===== src/rtl/mem_arbiter.sv =====
`timescale 1ns/1ps
// mem_arbiter
//   Arbitrates one shared single-port memory between an instruction-fetch
//   port and a data (load/store) port. The data port normally wins, but a
//   waiting fetch is guaranteed a grant after STARVE_MAX consecutive data
//   grants. Each access holds the memory for MEM_LAT cycles, then reports
//   completion with a one-cycle ready pulse.
//
// Ports
//   clk, reset                  clock, asynchronous active-high reset
//   if_req/if_addr              fetch request and word address
//   if_ready/if_rdata           fetch completion pulse and fetched word
//   d_req/d_we/d_addr/d_wdata   data request, store flag, address, store data
//   d_ready/d_rdata             data completion pulse and loaded word
//   addr_err                    pulses with ready when the address was >= DEPTH
//   mon_update                  pulses with d_ready for a store into the monitor region
//   mem_addr/mem_write_data/mem_MemWrite/mem_read_data   memory side
module mem_arbiter #(
    parameter int DEPTH      = 512,
    parameter int MEM_LAT    = 1,
    parameter int STARVE_MAX = 4,
    parameter int MON_BASE   = 495
) (
    input  logic        clk,
    input  logic        reset,
    input  logic        if_req,
    input  logic [31:0] if_addr,
    output logic        if_ready,
    output logic [31:0] if_rdata,
    input  logic        d_req,
    input  logic        d_we,
    input  logic [31:0] d_addr,
    input  logic [31:0] d_wdata,
    output logic        d_ready,
    output logic [31:0] d_rdata,
    output logic        addr_err,
    output logic        mon_update,
    output logic [31:0] mem_addr,
    output logic [31:0] mem_write_data,
    output logic        mem_MemWrite,
    input  logic [31:0] mem_read_data
);

    localparam logic [1:0]  LAT_LAST   = 2'(MEM_LAT - 1);
    localparam logic [3:0]  STARVE_LIM = 4'(STARVE_MAX);
    localparam logic [31:0] DEPTH_W    = 32'(DEPTH);
    localparam logic [31:0] MON_LO     = 32'(MON_BASE);
    localparam logic [31:0] MON_HI     = 32'(MON_BASE + 15);

    typedef enum logic [1:0] {IDLE, ACC_IF, ACC_D, RESP} state_t;

    state_t      state, state_nxt;
    logic [1:0]  lat_cnt;
    logic [3:0]  starve_cnt;

    // Access latched at grant time so a dropped request still completes.
    logic        g_is_d;
    logic        g_we;
    logic        g_oob;
    logic [31:0] g_addr;
    logic [31:0] g_wdata;

    logic        pick_if, pick_d;
    logic [31:0] sel_addr;
    logic        lat_last;

    // Data wins ties unless the fetch port has been passed over STARVE_MAX times.
    always_comb begin
        pick_if  = if_req && (!d_req || (starve_cnt == STARVE_LIM));
        pick_d   = d_req && !pick_if;
        sel_addr = pick_if ? if_addr : d_addr;
        lat_last = (lat_cnt == LAT_LAST);
    end

    // State register
    always_ff @(posedge clk or posedge reset) begin
        if (reset) state <= IDLE;
        else       state <= state_nxt;
    end

    // Next-state logic
    always_comb begin
        state_nxt = state;
        case (state)
            IDLE: begin
                if (pick_if)     state_nxt = ACC_IF;
                else if (pick_d) state_nxt = ACC_D;
            end
            ACC_IF, ACC_D: begin
                if (lat_last) state_nxt = RESP;
            end
            RESP:    state_nxt = IDLE;
            default: state_nxt = IDLE;
        endcase
    end

    // Grant capture, latency/starvation counters and read-data registers
    always_ff @(posedge clk or posedge reset) begin
        if (reset) begin
            lat_cnt    <= '0;
            starve_cnt <= '0;
            g_is_d     <= 1'b0;
            g_we       <= 1'b0;
            g_oob      <= 1'b0;
            g_addr     <= '0;
            g_wdata    <= '0;
            if_rdata   <= '0;
            d_rdata    <= '0;
        end else begin
            case (state)
                IDLE: begin
                    lat_cnt <= '0;
                    if (pick_if || pick_d) begin
                        g_is_d  <= pick_d;
                        g_we    <= pick_d && d_we;
                        g_oob   <= (sel_addr >= DEPTH_W);
                        g_addr  <= sel_addr;
                        g_wdata <= d_wdata;
                    end
                    if (pick_if)
                        starve_cnt <= '0;
                    else if (pick_d && if_req && (starve_cnt != STARVE_LIM))
                        starve_cnt <= starve_cnt + 4'd1;
                end
                ACC_IF, ACC_D: begin
                    if (lat_last) begin
                        lat_cnt <= '0;
                        if (!g_is_d)
                            if_rdata <= g_oob ? '0 : mem_read_data;
                        else if (!g_we)
                            d_rdata <= g_oob ? '0 : mem_read_data;
                    end else begin
                        lat_cnt <= lat_cnt + 2'd1;
                    end
                end
                default: lat_cnt <= '0;
            endcase
        end
    end

    // Output logic
    always_comb begin
        if_ready       = 1'b0;
        d_ready        = 1'b0;
        addr_err       = 1'b0;
        mon_update     = 1'b0;
        mem_addr       = '0;
        mem_write_data = '0;
        mem_MemWrite   = 1'b0;
        case (state)
            ACC_IF: begin
                mem_addr = g_oob ? '0 : g_addr;
            end
            ACC_D: begin
                mem_addr       = g_oob ? '0 : g_addr;
                mem_write_data = g_we ? g_wdata : '0;
                // Write only in the first cycle so a multi-cycle access stores once.
                mem_MemWrite   = g_we && !g_oob && (lat_cnt == '0);
            end
            RESP: begin
                if_ready   = !g_is_d;
                d_ready    = g_is_d;
                addr_err   = g_oob;
                mon_update = g_is_d && g_we && !g_oob &&
                             (g_addr >= MON_LO) && (g_addr <= MON_HI);
            end
            default: ;
        endcase
    end

endmodule


===== config.mk =====
export PLATFORM = sky130hd
export DESIGN_NAME = mem_arbiter
export DESIGN_NICKNAME = d
export VERILOG_FILES = /design/src/rtl/mem_arbiter.sv
export SDC_FILE = /design/constraint.sdc
export NUM_CORES = 1
export LEC_CHECK = 0
export ABC_CLOCK_PERIOD_IN_PS = 12270
export CAP_MARGIN = 10
export CORE_MARGIN = 4
export CORE_UTILIZATION = 46
export CTS_CLUSTER_DIAMETER = 150
export DETAILED_ROUTE_END_ITERATION = 12
export PLACE_DENSITY = 0.86
export SKIP_CTS_REPAIR_TIMING = 1
export SKIP_LAST_GASP = 1
export SLEW_MARGIN = 25
export SYNTH_ARGS = -nofsm -noshare
export SYNTH_HDL_FRONTEND = slang
export SYNTH_SLANG_ARGS = --single-unit

===== constraint.sdc =====
create_clock -name clk -period 12.27 [get_ports clk]
set_input_delay 3.0675 -clock clk [delete_from_list [all_inputs] [get_ports clk]]
set_output_delay 3.0675 -clock clk [all_outputs]
set_load 0.05 [all_outputs]

==> out/qor.yml <==
timing.hold.worst_path_depth: 2
timing_hold_violations_final: 0
maximum_capacitance_violations: 0
synth_mux_area_frac: 0.110
track_usage: 0.248
criticalPathCategory: "reg2out"
final-setup-viol-count: 0
cp_slowest_stage_delay_ps: 940
critical-path-slowest-cell: "dfrtp_1"
timing.fmax_mhz: 163
synthDistinctLibCells: 41
floorplan.die.width_um: 126
ys_ff_latch: 139
ctsHtreeMaxLevel: 4
netlist_area_pre_place_um2: 6360
cp_num_buf_inv: 1
mean_instance_size_in_the_synthesized_netlist_um2: 10.2
area_growth_pct: 52.1
via_count: 5568
clock_tree.root_cell: "clkbuf_16"
start_util: 0.475
yosysWarnings: 0
synth-xor-area-share: 0.00138
worst_skew_pair_later_pin_latency_ps: 420
grt_pass1_vias: 5814
yosys-top-cells-area: "dfrtp_1 55%, nand2_1 8.0%, o21ai_0 5.7%"
critical_path_fanout_max: 36
finalWeightedCongestion: 0.866
drv_slew: 0
p_leak_nw: 4.12
grt_first_pass_wirelength_mm: 30.6
vias_per_cell: 5.25
cp_num_cells: 4
crit_arrival_ps: 3070
die_height_um: 126
drcViolationCount: 0
number_of_nets_with_antenna_violations_after_routing: 0
clk_path_buf_depth: 2
grt_max_degree: 93
final_period_minus_worst_setup_slack_ps: 6140
adder_cell_share_of_the_synthesized_area: 0.0157
min_period_over_period: 0.500
clkSinkCount: 139
synth.most_common_cell: "dfrtp_1"
drt-initial-drc-count: 411
final_layout_size_suffix_gt1_frac: 0.0814
post_synth_and_or_nand_nor_area_fraction: 0.194
syn-instance-count: 622
synth-async-reset-ratio: 1.00
cell_type_with_the_largest_total_area_after_synthesis: "dfrtp_1"
wl_per_cell_um: 18.3
post_synth_top_area_share: 0.547
ir_drop_mv: 0.181
netlist_top_cells_count: "139 x dfrtp_1, 135 x nand2_1, 72 x o21ai_0, 36 x and2_1"
cts_tree: "done"
cts_inserted_buffers: 17
design.die.area_um2: 15800
unrepaired_setup_endpoints_after_global_routing: "no"
worstSetupStartpointType: "flop"
path_delay_family: "flip-flops"
placeableCoreArea_um2: 13400
layout.nets: 1013
clkSlewWorstSetupHoldPaths_ps: 60
synth.yosys.seq_area_share: 0.547
synth-compound-area-share: 0.0918
max_slew_margin: 0.368
cp.required_ps: 9200
post-dp-hpwl_mm: 14.0
routed_wirelength_mm: 19.4
r2r_cells: 6
synth_flop_cell: "dfrtp_1"
worst_setup_path_end_kind: "primary output"
worstHoldPathType: "reg2reg"
buffer_ports.inserted: 265
main_combinational_cell_family_by_area_after_synthesis: "simple AND/OR/NAND/NOR gates"
setup_total_neg_slack_ps: 0
hold-worst-slack_ps: 478
io-pin-count: 266
initial_antenna_violation_count: 0
n_antenna_cell: 0
worst_pin_slew_ps: 948
power.density_nw_per_um2: 186
worst_clock_skew_ps: 8.34
outcome: "finished, final reports clean"
row_count: 42
dr.pass1.iters: 5
synth_enable_flop_cells: 0
worstPathCellList: "and4b_1 > nand4_1 > nor4_1 > clkdlybuf4s50_1"
globalRouteOverflowTotal: 0
synth_nets: 763
-- where the power goes --
group	internal, mW	switching, mW	total [mW]
Combinational	0.229	0.364	0.593
Clock	0.327	0.198	0.525
Sequential	0.587	0.0934	0.680
-- cells by family after synthesis --
group / after synthesis
buffers and inverters: 48
AO/OA/AOI/OAI: 111
AND/OR/NAND/NOR: 249
multiplexers: 66
adder cells (fa/ha/maj): 8
flip-flops: 139
XOR/XNOR: 1
-- per-layer routing --
metal / up-vias / global-route usage / wire [um]
met1: 2650 / 0.291 / 7350
met2: 249 / 0.414 / 9550
met5: - / 0 / 0
met4: 0 / 0.0886 / 426
met3: 29 / 0.0972 / 2050
li1: 2640 / - / -
-- layout by cell type, fill, tap and decap left out, types with 2 or more instances in the layout --
| cell | n |
|---|---|
| mux2_2 | 30 |
| clkinvlp_4 | 3 |
| clkbuf_16 | 17 |
| nor2b_1 | 3 |
| nor2_1 | 4 |
| bufinv_16 | 3 |
| ha_1 | 8 |
| nand3_1 | 4 |
| o21ai_0 | 72 |
| nor4b_1 | 2 |
| inv_1 | 6 |
| and2_1 | 36 |
| clkinv_4 | 5 |
| and3_1 | 33 |
| o21ai_1 | 28 |
| nand4_1 | 4 |
| clkdlybuf4s50_1 | 265 |
| nand2_1 | 135 |
| buf_4 | 6 |
| clkbuf_1 | 2 |
| dfrtp_1 | 139 |
| nor4_1 | 17 |
| nor3_1 | 2 |
| mux2_1 | 3 |
| inv_6 | 2 |
| a21oi_1 | 5 |
| mux2i_1 | 33 |
-- metrics by stage --
stage / power [mW] / instance area (um2) / std cells / setup WS [ps] / util
floorplan: 1.08 / 6360 / 622 / 5480 / -
detailed placement: 1.28 / 9070 / 1029 / 6570 / 0.677
global placement: 1.25 / 9070 / 1029 / 6610 / 0.677
finish: 1.80 / 9680 / 1061 / 6130 / 0.722
CTS: 1.81 / 9680 / 1061 / 6100 / 0.722
global route: 1.90 / 9680 / 1061 / 5960 / 0.722
-- registers in the layout, indices dropped and copies added, names as in the netlist, 2 cells and up --
register    count
lat_cnt         2
starve_cnt      4
g_wdata        32
g_addr         32
d_rdata        32
state           2
if_rdata       32
-- area by class of cell --
type	count	area, um2
fillers	949	3720
well taps	176	220
multi-input cells	435	2640
repair buffers	271	2700
inverters	8	35.0
flip-flops and latches	139	3480
clock buffers	20	447
clock inverters	12	165
-- worst paths after layout --
kind	from	end	slack (ps)
setup / recovery	g_we	mon_update	6130
hold / removal	if_rdata[11]	if_rdata[11]	480
setup reg to reg	state[0]	g_oob	9970
hold reg to reg	if_rdata[11]	if_rdata[11]	480
max in group asynchronous	reset	g_addr[27]	7890
min in group asynchronous	reset	d_rdata[30]	3160
-- worst register-to-register path, cell delays in order, from the launching register on --
cell      delay, ps
dfrtp_1         370
inv_1            80
ha_1            300
o21ai_4         200
buf_4           750
nor4_1          210
a221oi_1        300
No activity file was read; power rests on OpenSTA's default activity.
